### config.mk
export PLATFORM = sky130hd
export DESIGN_NAME = filtr_sampler
export DESIGN_NICKNAME = d
export VERILOG_FILES = /design/src/rtl/filtr_sampler_pkg.sv /design/src/rtl/filtr_rate_gen.sv /design/src/rtl/filtr_sampler.sv
export SDC_FILE = /design/constraint.sdc
export NUM_CORES = 1
export LEC_CHECK = 0
export CAP_MARGIN = 10
export CORE_MARGIN = 3
export CORE_UTILIZATION = 40
export DETAILED_ROUTE_END_ITERATION = 10
export PLACE_DENSITY = 0.78
export SYNTH_ARGS = -nofsm -noshare
export SYNTH_HDL_FRONTEND = slang
export SYNTH_SLANG_ARGS = --single-unit
### constraint.sdc
create_clock -name clk -period 2.4 [get_ports clk]
set_input_delay 0.24 -clock clk [delete_from_list [all_inputs] [get_ports clk]]
set_output_delay 0.24 -clock clk [all_outputs]
set_load 0.05 [all_outputs]
### src/rtl/filtr_sampler_pkg.sv
// Shared FSM encoding and default sizes for the sample-rate sequencer and the filter top.
package filtr_sampler_pkg;

  localparam int DEF_DATA_SIZE = 24;
  localparam int DEF_DIV       = 2083;
  localparam int DEF_TIMEOUT   = 1024;

  typedef enum logic [1:0] {
    ST_IDLE = 2'd0,
    ST_TRIG = 2'd1,
    ST_BUSY = 2'd2
  } state_t;

  // Width of a counter that spans 0..n-1, never narrower than one bit.
  function automatic int cnt_width(input int n);
    return (n > 2) ? $clog2(n) : 1;
  endfunction

endpackage

### src/rtl/filtr_rate_gen.sv
// Free-running 0..DIV-1 counter that emits a one-cycle tick on its last count.
module filtr_rate_gen
  import filtr_sampler_pkg::*;
#(
  parameter int DIV = DEF_DIV
) (
  input  logic clk,
  input  logic reset,
  output logic o_tick
);

  localparam int CW = cnt_width(DIV);

  logic [CW-1:0] r_count;

  assign o_tick = (r_count == CW'(DIV - 1));

  // NOTE: sequential state uses non-blocking assignments so every register samples pre-edge values.
  always_ff @(posedge clk or posedge reset) begin
    if (reset) begin
      r_count <= '0;
    end else if (o_tick) begin
      r_count <= '0;
    end else begin
      r_count <= r_count + 1'b1;
    end
  end

endmodule

### src/rtl/filtr_sampler.sv
// Paces the filter core: holds the newest ADC word, strikes sample on each rate tick, returns the result.
// Optional BUSY watchdog is built only when FILTR_SAMPLER_TIMEOUT_EN is defined.
module filtr_sampler
  import filtr_sampler_pkg::*;
#(
  parameter int DATA_SIZE = DEF_DATA_SIZE,
  parameter int DIV       = DEF_DIV,
  parameter int TIMEOUT   = DEF_TIMEOUT
) (
  input  logic                 clk,
  input  logic                 reset,
  input  logic [DATA_SIZE-1:0] adc_data,
  input  logic                 adc_valid,
  output logic                 sample,
  output logic [DATA_SIZE-1:0] filt_data,
  input  logic                 filter_done,
  input  logic [DATA_SIZE-1:0] filt_result,
  output logic [DATA_SIZE-1:0] out_data,
  output logic                 out_valid,
  input  logic                 out_ready,
  input  logic                 clr_flags,
  output logic                 overrun,
  output logic                 timeout
);

  state_t               r_state;
  logic [DATA_SIZE-1:0] r_hold;
  logic [DATA_SIZE-1:0] r_filt;
  logic [DATA_SIZE-1:0] r_out_data;
  logic                 r_sample;
  logic                 r_out_valid;
  logic                 r_overrun;
  logic                 w_tick;
  logic [DATA_SIZE-1:0] w_word;
  logic                 w_busy_expired;

  filtr_rate_gen #(.DIV(DIV)) u_rate_gen (
    .clk    (clk),
    .reset  (reset),
    .o_tick (w_tick)
  );

  // A word arriving on the tick cycle itself is the one that gets filtered.
  assign w_word = adc_valid ? adc_data : r_hold;

`ifdef FILTR_SAMPLER_TIMEOUT_EN
  localparam int TW = cnt_width(TIMEOUT);

  logic [TW-1:0] r_busy_cnt;
  logic          r_timeout;

  assign w_busy_expired = (r_state == ST_BUSY) && !filter_done &&
                          (r_busy_cnt == TW'(TIMEOUT - 1));

  always_ff @(posedge clk or posedge reset) begin
    if (reset) begin
      r_busy_cnt <= '0;
      r_timeout  <= 1'b0;
    end else begin
      r_busy_cnt <= (r_state == ST_BUSY) ? r_busy_cnt + 1'b1 : '0;
      if (clr_flags)      r_timeout <= 1'b0;
      if (w_busy_expired) r_timeout <= 1'b1;
    end
  end

  assign timeout = r_timeout;
`else
  logic w_unused_timeout;

  assign w_busy_expired   = 1'b0;
  assign w_unused_timeout = (TIMEOUT < 1) | w_busy_expired;
  assign timeout          = 1'b0;
`endif

  always_ff @(posedge clk or posedge reset) begin
    if (reset) begin
      r_state     <= ST_IDLE;
      r_hold      <= '0;
      r_filt      <= '0;
      r_out_data  <= '0;
      r_sample    <= 1'b0;
      r_out_valid <= 1'b0;
      r_overrun   <= 1'b0;
    end else begin
      if (adc_valid) r_hold <= adc_data;
      r_sample <= 1'b0;
      if (r_out_valid && out_ready) r_out_valid <= 1'b0;
      // Later assignments win, so flag sets below override this clear.
      if (clr_flags) r_overrun <= 1'b0;

      unique case (r_state)
        ST_IDLE: begin
          if (w_tick) begin
            r_filt   <= w_word;
            r_sample <= 1'b1;
            r_state  <= ST_TRIG;
          end
        end
        ST_TRIG: r_state <= ST_BUSY;
        ST_BUSY: begin
          if (filter_done) begin
            r_out_data  <= filt_result;
            r_out_valid <= 1'b1;
            if (r_out_valid && !out_ready) r_overrun <= 1'b1;
            r_state <= ST_IDLE;
          end else if (w_busy_expired) begin
            r_state <= ST_IDLE;
          end
        end
        default: r_state <= ST_IDLE;
      endcase

      if (w_tick && (r_state != ST_IDLE)) r_overrun <= 1'b1;
    end
  end

  assign sample    = r_sample;
  assign filt_data = r_filt;
  assign out_data  = r_out_data;
  assign out_valid = r_out_valid;
  assign overrun   = r_overrun;

endmodule

==> impl_summary.log, run 1 <==
INFO  metric grt_antenna_before_repair = 0
INFO  metric fp.dieH = 100 um
INFO  metric cts-resized-gates = 0
INFO  metric area_leader_netlist = sky130_fd_sc_hd__dfrtp_1
INFO  metric total_leakage_power = 2.30 nW
INFO  metric ant_nets = 0
INFO  metric synthMostInstantiatedCell = sky130_fd_sc_hd__dfrtp_1
INFO  metric grt_max_degree = 34
INFO  metric relSlewSlack = 60.2%
INFO  metric status = finished, final reports clean
INFO  metric yosys_warnings = 0
INFO  metric max_clock_freq = 528 MHz
INFO  metric routedWlPerCell = 15.9 um
INFO  metric synth_cells = 222
INFO  metric cts_tree = built
INFO  metric syn_area = 0.00354 mm2
INFO  metric hold_violations = 0
INFO  metric setup.worst_path.class = reg2reg
INFO  metric cts.root.buffer_cell = sky130_fd_sc_hd__clkbuf_8
INFO  metric drc = 0
INFO  metric count_of_buffers_inserted_at_the_top_level_ports = 104
INFO  metric flow.area_growth_from_synthesis = 40.0%
INFO  metric drive_gt1_share = 29.1%
INFO  metric detailedPlacementHpwl = 5.12 mm
INFO  metric cell_variety_after_synth = 30
INFO  metric dieWidth = 100 um
INFO  metric synth.top_cell.area_share = 63.0%
INFO  metric initial_core_util = 42.2%
INFO  metric placed_cells_incl_taps = 430
INFO  metric avgSynthCellArea = 15.9 um2
INFO  metric synth.top_cells.by_area = sky130_fd_sc_hd__dfrtp_1 63%, sky130_fd_sc_hd__mux2_2 17%, sky130_fd_sc_hd__mux2_4 7.6%
INFO  metric worst_hold_path_type = in2async
INFO  metric finish.cell_count_without_fillers = 445
INFO  metric synth_flop_cell = sky130_fd_sc_hd__dfrtp_1
INFO  metric first_global_vias = 2347
INFO  metric clock-skew-final = 11.3 ps
INFO  metric detail_route.iter0.violations = 71
INFO  metric required = 2630 ps
INFO  metric final_setup_violation_count = 0
INFO  metric worst_ir_drop_vdd = 0.000353 V
INFO  metric drt_wl_total = 7.09 mm
INFO  metric design.core.area = 0.00838 mm2
INFO  metric layout_min_cycle_time = 1890 ps
INFO  metric synthesis.nets = 278
INFO  metric place.gp.congestion = 0.760
INFO  metric slew_viol_final = 0
INFO  metric cts_max_level = 3
INFO  metric finalCritPeriodShare = 78.9%
INFO  metric holdBufCountCts = 0
INFO  metric synth-async-reset-ratio = 100%
INFO  metric ys_ff_latch = 89
INFO  metric grt_util_all_layers = 14.8%
INFO  metric post_drt_via_cell_ratio = 4.87
INFO  metric clkSinkCount = 89
INFO  metric worst_slew_pin_slew = 596 ps
INFO  metric vias = 2167
INFO  metric layout.nets = 392
INFO  metric critPathLaunchType = flop
INFO  metric grt_first_pass_wirelength = 11.5 mm
INFO  metric floorplan.rows = 33
INFO  metric clkLatencyLatePin = 350 ps
INFO  metric cts_buffer_depth = 2
INFO  metric cts.reportedPaths.clkPinSlew = 90 ps
INFO  metric timing.hold.ws = 296 ps
INFO  metric cp_data_arrival_time = 2130 ps
INFO  metric timing.critical_path.to_type = flop
INFO  metric rsz0062_at_grt = false
INFO  metric pin_count = 106
INFO  metric cts_inserted_buffers = 9
INFO  metric first_pass_iters = 4
INFO  metric setup_total_negative_slack = 0 ps
INFO  metric overflow = 0
INFO  metric path_max_fanout = 10
INFO  metric max_cap_violations = 0
INFO  metric pwr_density_cell = 614 mW/mm2
INFO  metric netlist_top_cells_count = 89 x sky130_fd_sc_hd__dfrtp_1, 54 x sky130_fd_sc_hd__mux2_2, 18 x sky130_fd_sc_hd__mux2_4
INFO  metric antennaDiodeCount = 0
INFO  metric final_util = 59.1%
INFO  metric number_of_enable_flip_flop_cells_after_synthesis = 0
INFO  metric fp.dieArea = 0.0100 mm2
INFO  metric ys_seq_area_share = 63.0%
INFO  metric cts_setup_buffers = 0
sequential cells by signal, summed over array words and instances, names as in the netlist:
signal / flops
filt_data: 24
out_data: 24
r_state: 2
sample: 1
overrun: 1
u_rate_gen.r_count: 12
out_valid: 1
r_hold: 24
per-stage QoR:
| stage | power (W) | instance area, um2 | setup slack (ps) |
|---|---|---|---|
| after global routing | 0.00316 | 4950 | 364 |
| after detailed placement | 0.00196 | 4740 | 487 |
| after global placement | 0.00194 | 4740 | 566 |
| after floorplan | 0.00179 | 3540 | 737 |
| after CTS | 0.00307 | 4950 | 486 |
| final | 0.00304 | 4950 | 506 |
report_power, final:
group	internal (W)	switching (W)	leakage (nW)
clock	0.000587	0.000532	0.106
sequential	0.00156	0.0000225	1.15
combinational	0.000176	0.000162	1.05
total	0.00232	0.000717	2.30
cell families after synthesis:
logic type	synth area share (%)
AOI/OAI and AO/OA	0.885
xor gates and xnor gates	1.98
adders and majority gates	0.708
buffers and inverters	2.16
DFF	63.0
muxes	25.1
other	0.106
and+or+nand+nor	6.05
layout by cell type (no fill, tap or decap), types with 2 or more instances in the layout:
cell / Yosys / final
sky130_fd_sc_hd__a21oi_1: 2 / 2
sky130_fd_sc_hd__buf_12: 0 / 2
sky130_fd_sc_hd__buf_4: 1 / 5
sky130_fd_sc_hd__bufinv_16: 0 / 2
sky130_fd_sc_hd__clkbuf_8: 0 / 9
sky130_fd_sc_hd__clkdlybuf4s50_1: 0 / 104
sky130_fd_sc_hd__clkinvlp_4: 0 / 2
sky130_fd_sc_hd__dfrtp_1: 89 / 89
sky130_fd_sc_hd__ha_1: 2 / 2
sky130_fd_sc_hd__inv_1: 6 / 5
sky130_fd_sc_hd__inv_6: 0 / 2
sky130_fd_sc_hd__mux2_2: 54 / 54
sky130_fd_sc_hd__mux2_4: 18 / 18
sky130_fd_sc_hd__nand2_1: 3 / 3
sky130_fd_sc_hd__nand2b_1: 3 / 3
sky130_fd_sc_hd__nand3_1: 5 / 5
sky130_fd_sc_hd__nand4_1: 2 / 2
sky130_fd_sc_hd__nor2_1: 6 / 6
sky130_fd_sc_hd__nor3_1: 3 / 3
sky130_fd_sc_hd__nor4b_4: 2 / 2
sky130_fd_sc_hd__xnor2_1: 4 / 4
sky130_fd_sc_hd__xor2_1: 4 / 4
final timing paths:
check / to / from / cells past startpoint / slack [ps]
setup / recovery: filt_data[10] / u_rate_gen.r_count[0] / 6 / 510
hold / removal: out_data[7] / reset / 2 / 300
setup reg to reg: filt_data[10] / u_rate_gen.r_count[0] / 6 / 510
hold reg to reg: r_state[1] / r_state[0] / 1 / 500
max in group asynchronous: u_rate_gen.r_count[0] / reset / 3 / 1460
min in group clk: out_data[14] / filt_result[14] / 2 / 500
routing by layer:
layer	vias to the layer above	wire, um	GRT usage, %
met1	1087	2930	18.1
met2	80	3450	23.7
met3	4	655	5.84
li1	996	-	-
met4	0	62	5.91
met5	-	0	0
critical path, stage by stage, from the launching register on:
cell and delay [ps]:
sky130_fd_sc_hd__dfrtp_1 430, sky130_fd_sc_hd__inv_1 80, sky130_fd_sc_hd__ha_1 150, sky130_fd_sc_hd__nor4b_4 280, sky130_fd_sc_hd__nand4_4 300, sky130_fd_sc_hd__buf_4 270
sky130_fd_sc_hd__mux2_4 290
area by class of cell:
cell class,count,area (um2)
Fill cell,655,3430
Sequential cell,89,2230
Multi-Input combinational cell,119,1230
Timing Repair Buffer,111,1120
Tap cell,105,131
Clock buffer,9,124
Clock inverter,6,90.1
Inverter,6,26.3
No activity file was read; power rests on OpenSTA's default activity.
==> run 2: changes to the inputs <==
==> constraint.sdc (replaced) <==
create_clock -name clk -period 1.7 [get_ports clk]
set_input_delay 0.17 -clock clk [delete_from_list [all_inputs] [get_ports clk]]
set_output_delay 0.17 -clock clk [all_outputs]
set_load 0.05 [all_outputs]
==> run 2 against run 1 <==
  * Design area rose by 0.23%
  * Combinational power rose by 36%
  * Maximum frequency grew 16%
  * Critical endpoint is now filt_data[7]
==> impl_summary.log, run 2 (synthesized netlist as in run 1, its figures left out) <==
INFO  metric status = finished, final reports clean
INFO  metric drc = 0 (unchanged)
INFO  metric cts_max_level = 3 (unchanged)
INFO  metric drt_wl_total = 7.05 mm (-0.59%)
INFO  metric grt_max_degree = 58 (+71%)
INFO  metric design.core.area = 0.00838 mm2 (unchanged)
INFO  metric cts.root.buffer_cell = sky130_fd_sc_hd__clkbuf_8
INFO  metric post_drt_via_cell_ratio = 4.77 (-2.0%)
INFO  metric setup.worst_path.class = reg2reg
INFO  metric clkSinkCount = 89 (unchanged)
INFO  metric grt_first_pass_wirelength = 11.5 mm (+0.49%)
INFO  metric count_of_buffers_inserted_at_the_top_level_ports = 104 (unchanged)
INFO  metric overflow = 0 (unchanged)
INFO  metric rsz0062_at_grt = true
INFO  metric cts_buffer_depth = 2 (unchanged)
INFO  metric layout.cells.most_common = sky130_fd_sc_hd__dfrtp_1
INFO  metric placed_cell_area = 0.00482 mm2 (+1.8%)
INFO  metric cp_data_arrival_time = 1860 ps (-270 ps)
INFO  metric floorplan.rows = 33 (unchanged)
INFO  metric grt_util_all_layers = 14.8% (-0.028 points)
INFO  metric clkLatencyLatePin = 350 ps (about the same)
INFO  metric path_max_fanout = 13 (+3)
INFO  metric flow.area_growth_from_synthesis = 40.3%
INFO  metric holdBufCountCts = 0 (unchanged)
INFO  metric cts_tree = built
INFO  metric postLayoutCellArea = 0.00496 mm2 (+0.23%)
INFO  metric critPathLaunchType = flop
INFO  metric max_cap_violations = 0 (unchanged)
INFO  metric drive_gt1_share = 32.7% (+3.5 points)
INFO  metric worst_slack = 65.8 ps (-440 ps)
INFO  metric grt_antenna_before_repair = 0 (unchanged)
INFO  metric first_pass_iters = 4 (unchanged)
INFO  metric detailedPlacementHpwl = 5.04 mm (-1.6%)
INFO  metric final_util = 59.2% (+0.13 points)
INFO  metric ant_nets = 0 (unchanged)
INFO  metric total_leakage_power = 2.58 nW (+12%)
INFO  metric routedWlPerCell = 15.5 um (-2.6%)
INFO  metric layout.nets = 401 (+2.3%)
INFO  metric relSlewSlack = 64.3% (+4.1 points)
INFO  metric detail_route.iter0.violations = 51 (-28%)
INFO  metric cts_inserted_buffers = 9 (unchanged)
INFO  metric clock-skew-final = 7.49 ps (-3.81 ps)
INFO  metric timing.hold.ws = 247 ps (-48.8 ps)
INFO  metric finalCritPeriodShare = 96.1% (+17 points)
INFO  metric worst_hold_path_type = in2async
INFO  metric cts.reportedPaths.clkPinSlew = 90 ps (about the same)
INFO  metric required = 1930 ps (-700 ps)
INFO  metric pwr_density_cell = 807 mW/mm2 (+31%)
INFO  metric place.gp.congestion = 0.814 (+7.1%)
INFO  metric dieWidth = 100 um (unchanged)
INFO  metric final_setup_violation_count = 0 (unchanged)
INFO  metric first_global_vias = 2347 (unchanged)
INFO  metric worst_slew_pin_slew = 537 ps (-58.7 ps)
INFO  metric max_clock_freq = 612 MHz (+16%)
INFO  metric fp.dieH = 100 um (unchanged)
INFO  metric layout.cells.most_common_list = 89 x sky130_fd_sc_hd__dfrtp_1, 54 x sky130_fd_sc_hd__mux2_2, 53 x sky130_fd_sc_hd__clkdlybuf4s50_1
INFO  metric worst_ir_drop_vdd = 0.000548 V (+55%)
INFO  metric vias = 2166 (-0.046%)
INFO  metric initial_core_util = 42.2% (unchanged)
INFO  metric timing.critical_path.to_type = flop
INFO  metric antennaDiodeCount = 0 (unchanged)
INFO  metric slew_viol_final = 0 (unchanged)
INFO  metric layout_min_cycle_time = 1630 ps (-260 ps)
INFO  metric fp.dieArea = 0.0100 mm2 (unchanged)
INFO  metric pin_count = 106 (unchanged)
INFO  metric hold_violations = 0 (unchanged)
INFO  metric dpl_worst_slack = 42.6 ps (-444 ps)
run 2: changes by cell type in the layout (fill, tap and decap cells not counted), moves of 2 or more:
cell | previous run | this run
sky130_fd_sc_hd__clkdlybuf4s50_1 | 104 | 53
sky130_fd_sc_hd__dlygate4sd2_1 | 0 | 43
sky130_fd_sc_hd__buf_4 | 5 | 16
sky130_fd_sc_hd__buf_12 | 2 | 5
sky130_fd_sc_hd__dlymetal6s2s_1 | 0 | 3
sky130_fd_sc_hd__bufinv_16 | 2 | 0
sky130_fd_sc_hd__clkinvlp_4 | 2 | 4
run 2: final cells by class:
cell class                 count  area, um2
inverter                       6       26.3
clock buffer                  10        138
sequential                    89       2230
fill                         696       3420
clock inverter                 5       40.0
multi-input combinational    119       1230
tap                          105        131
timing repair buffer         120       1160
run 2: where the power goes:
part,internal [W],switching (W)
logic,0.000232,0.000228
clock network,0.000573,0.000742
registers,0.00220,0.0000295
total,0.00300,0.000999
run 2: what timing repair did:
| action | in CTS | in global routing |
|---|---|---|
| pin swaps | 0 | 1 |
| gates resized for setup | 43 | 4 |
| setup endpoints to repair | 43 | 27 |
| setup buffers | 0 | 1 |
run 2: layer usage:
layer	global-route usage, %	vias up	share of wire (%)
met4	5.28	0	1.4
li1	-	1016	-
met1	18.5	1058	41
met3	6.60	10	10
met2	22.8	82	47
met5	0	-	0
run 2: critical path: stages, from the launching register on:
cell	delay [ps]
sky130_fd_sc_hd__dfrtp_1	390
sky130_fd_sc_hd__inv_1	60
sky130_fd_sc_hd__ha_1	140
sky130_fd_sc_hd__nor4b_4	260
sky130_fd_sc_hd__nand4_4	160
sky130_fd_sc_hd__buf_12	200
sky130_fd_sc_hd__mux2_4	300
run 2: final timing paths:
check | start | slack [ps] | endpoint | depth (start not counted)
max in group asynchronous | reset | 1090 | u_rate_gen.r_count[10] | 3
min in group clk | filt_result[15] | 420 | out_data[15] | 2
min reg2reg | r_hold[0] | 500 | r_hold[0] | 1
min | reset | 250 | out_data[15] | 3
max reg2reg | u_rate_gen.r_count[0] | 70 | filt_data[7] | 6
max | u_rate_gen.r_count[0] | 70 | filt_data[7] | 6
run 2: through the flow:
stage	setup TNS [ps]	total power (W)	instances
final	0	0.00400	454
after global routing	-1130	0.00420	454
after CTS	0	0.00407	453
after detailed placement	0	0.00276	438
after global placement	0	0.00274	438
after floorplan	0	0.00253	222
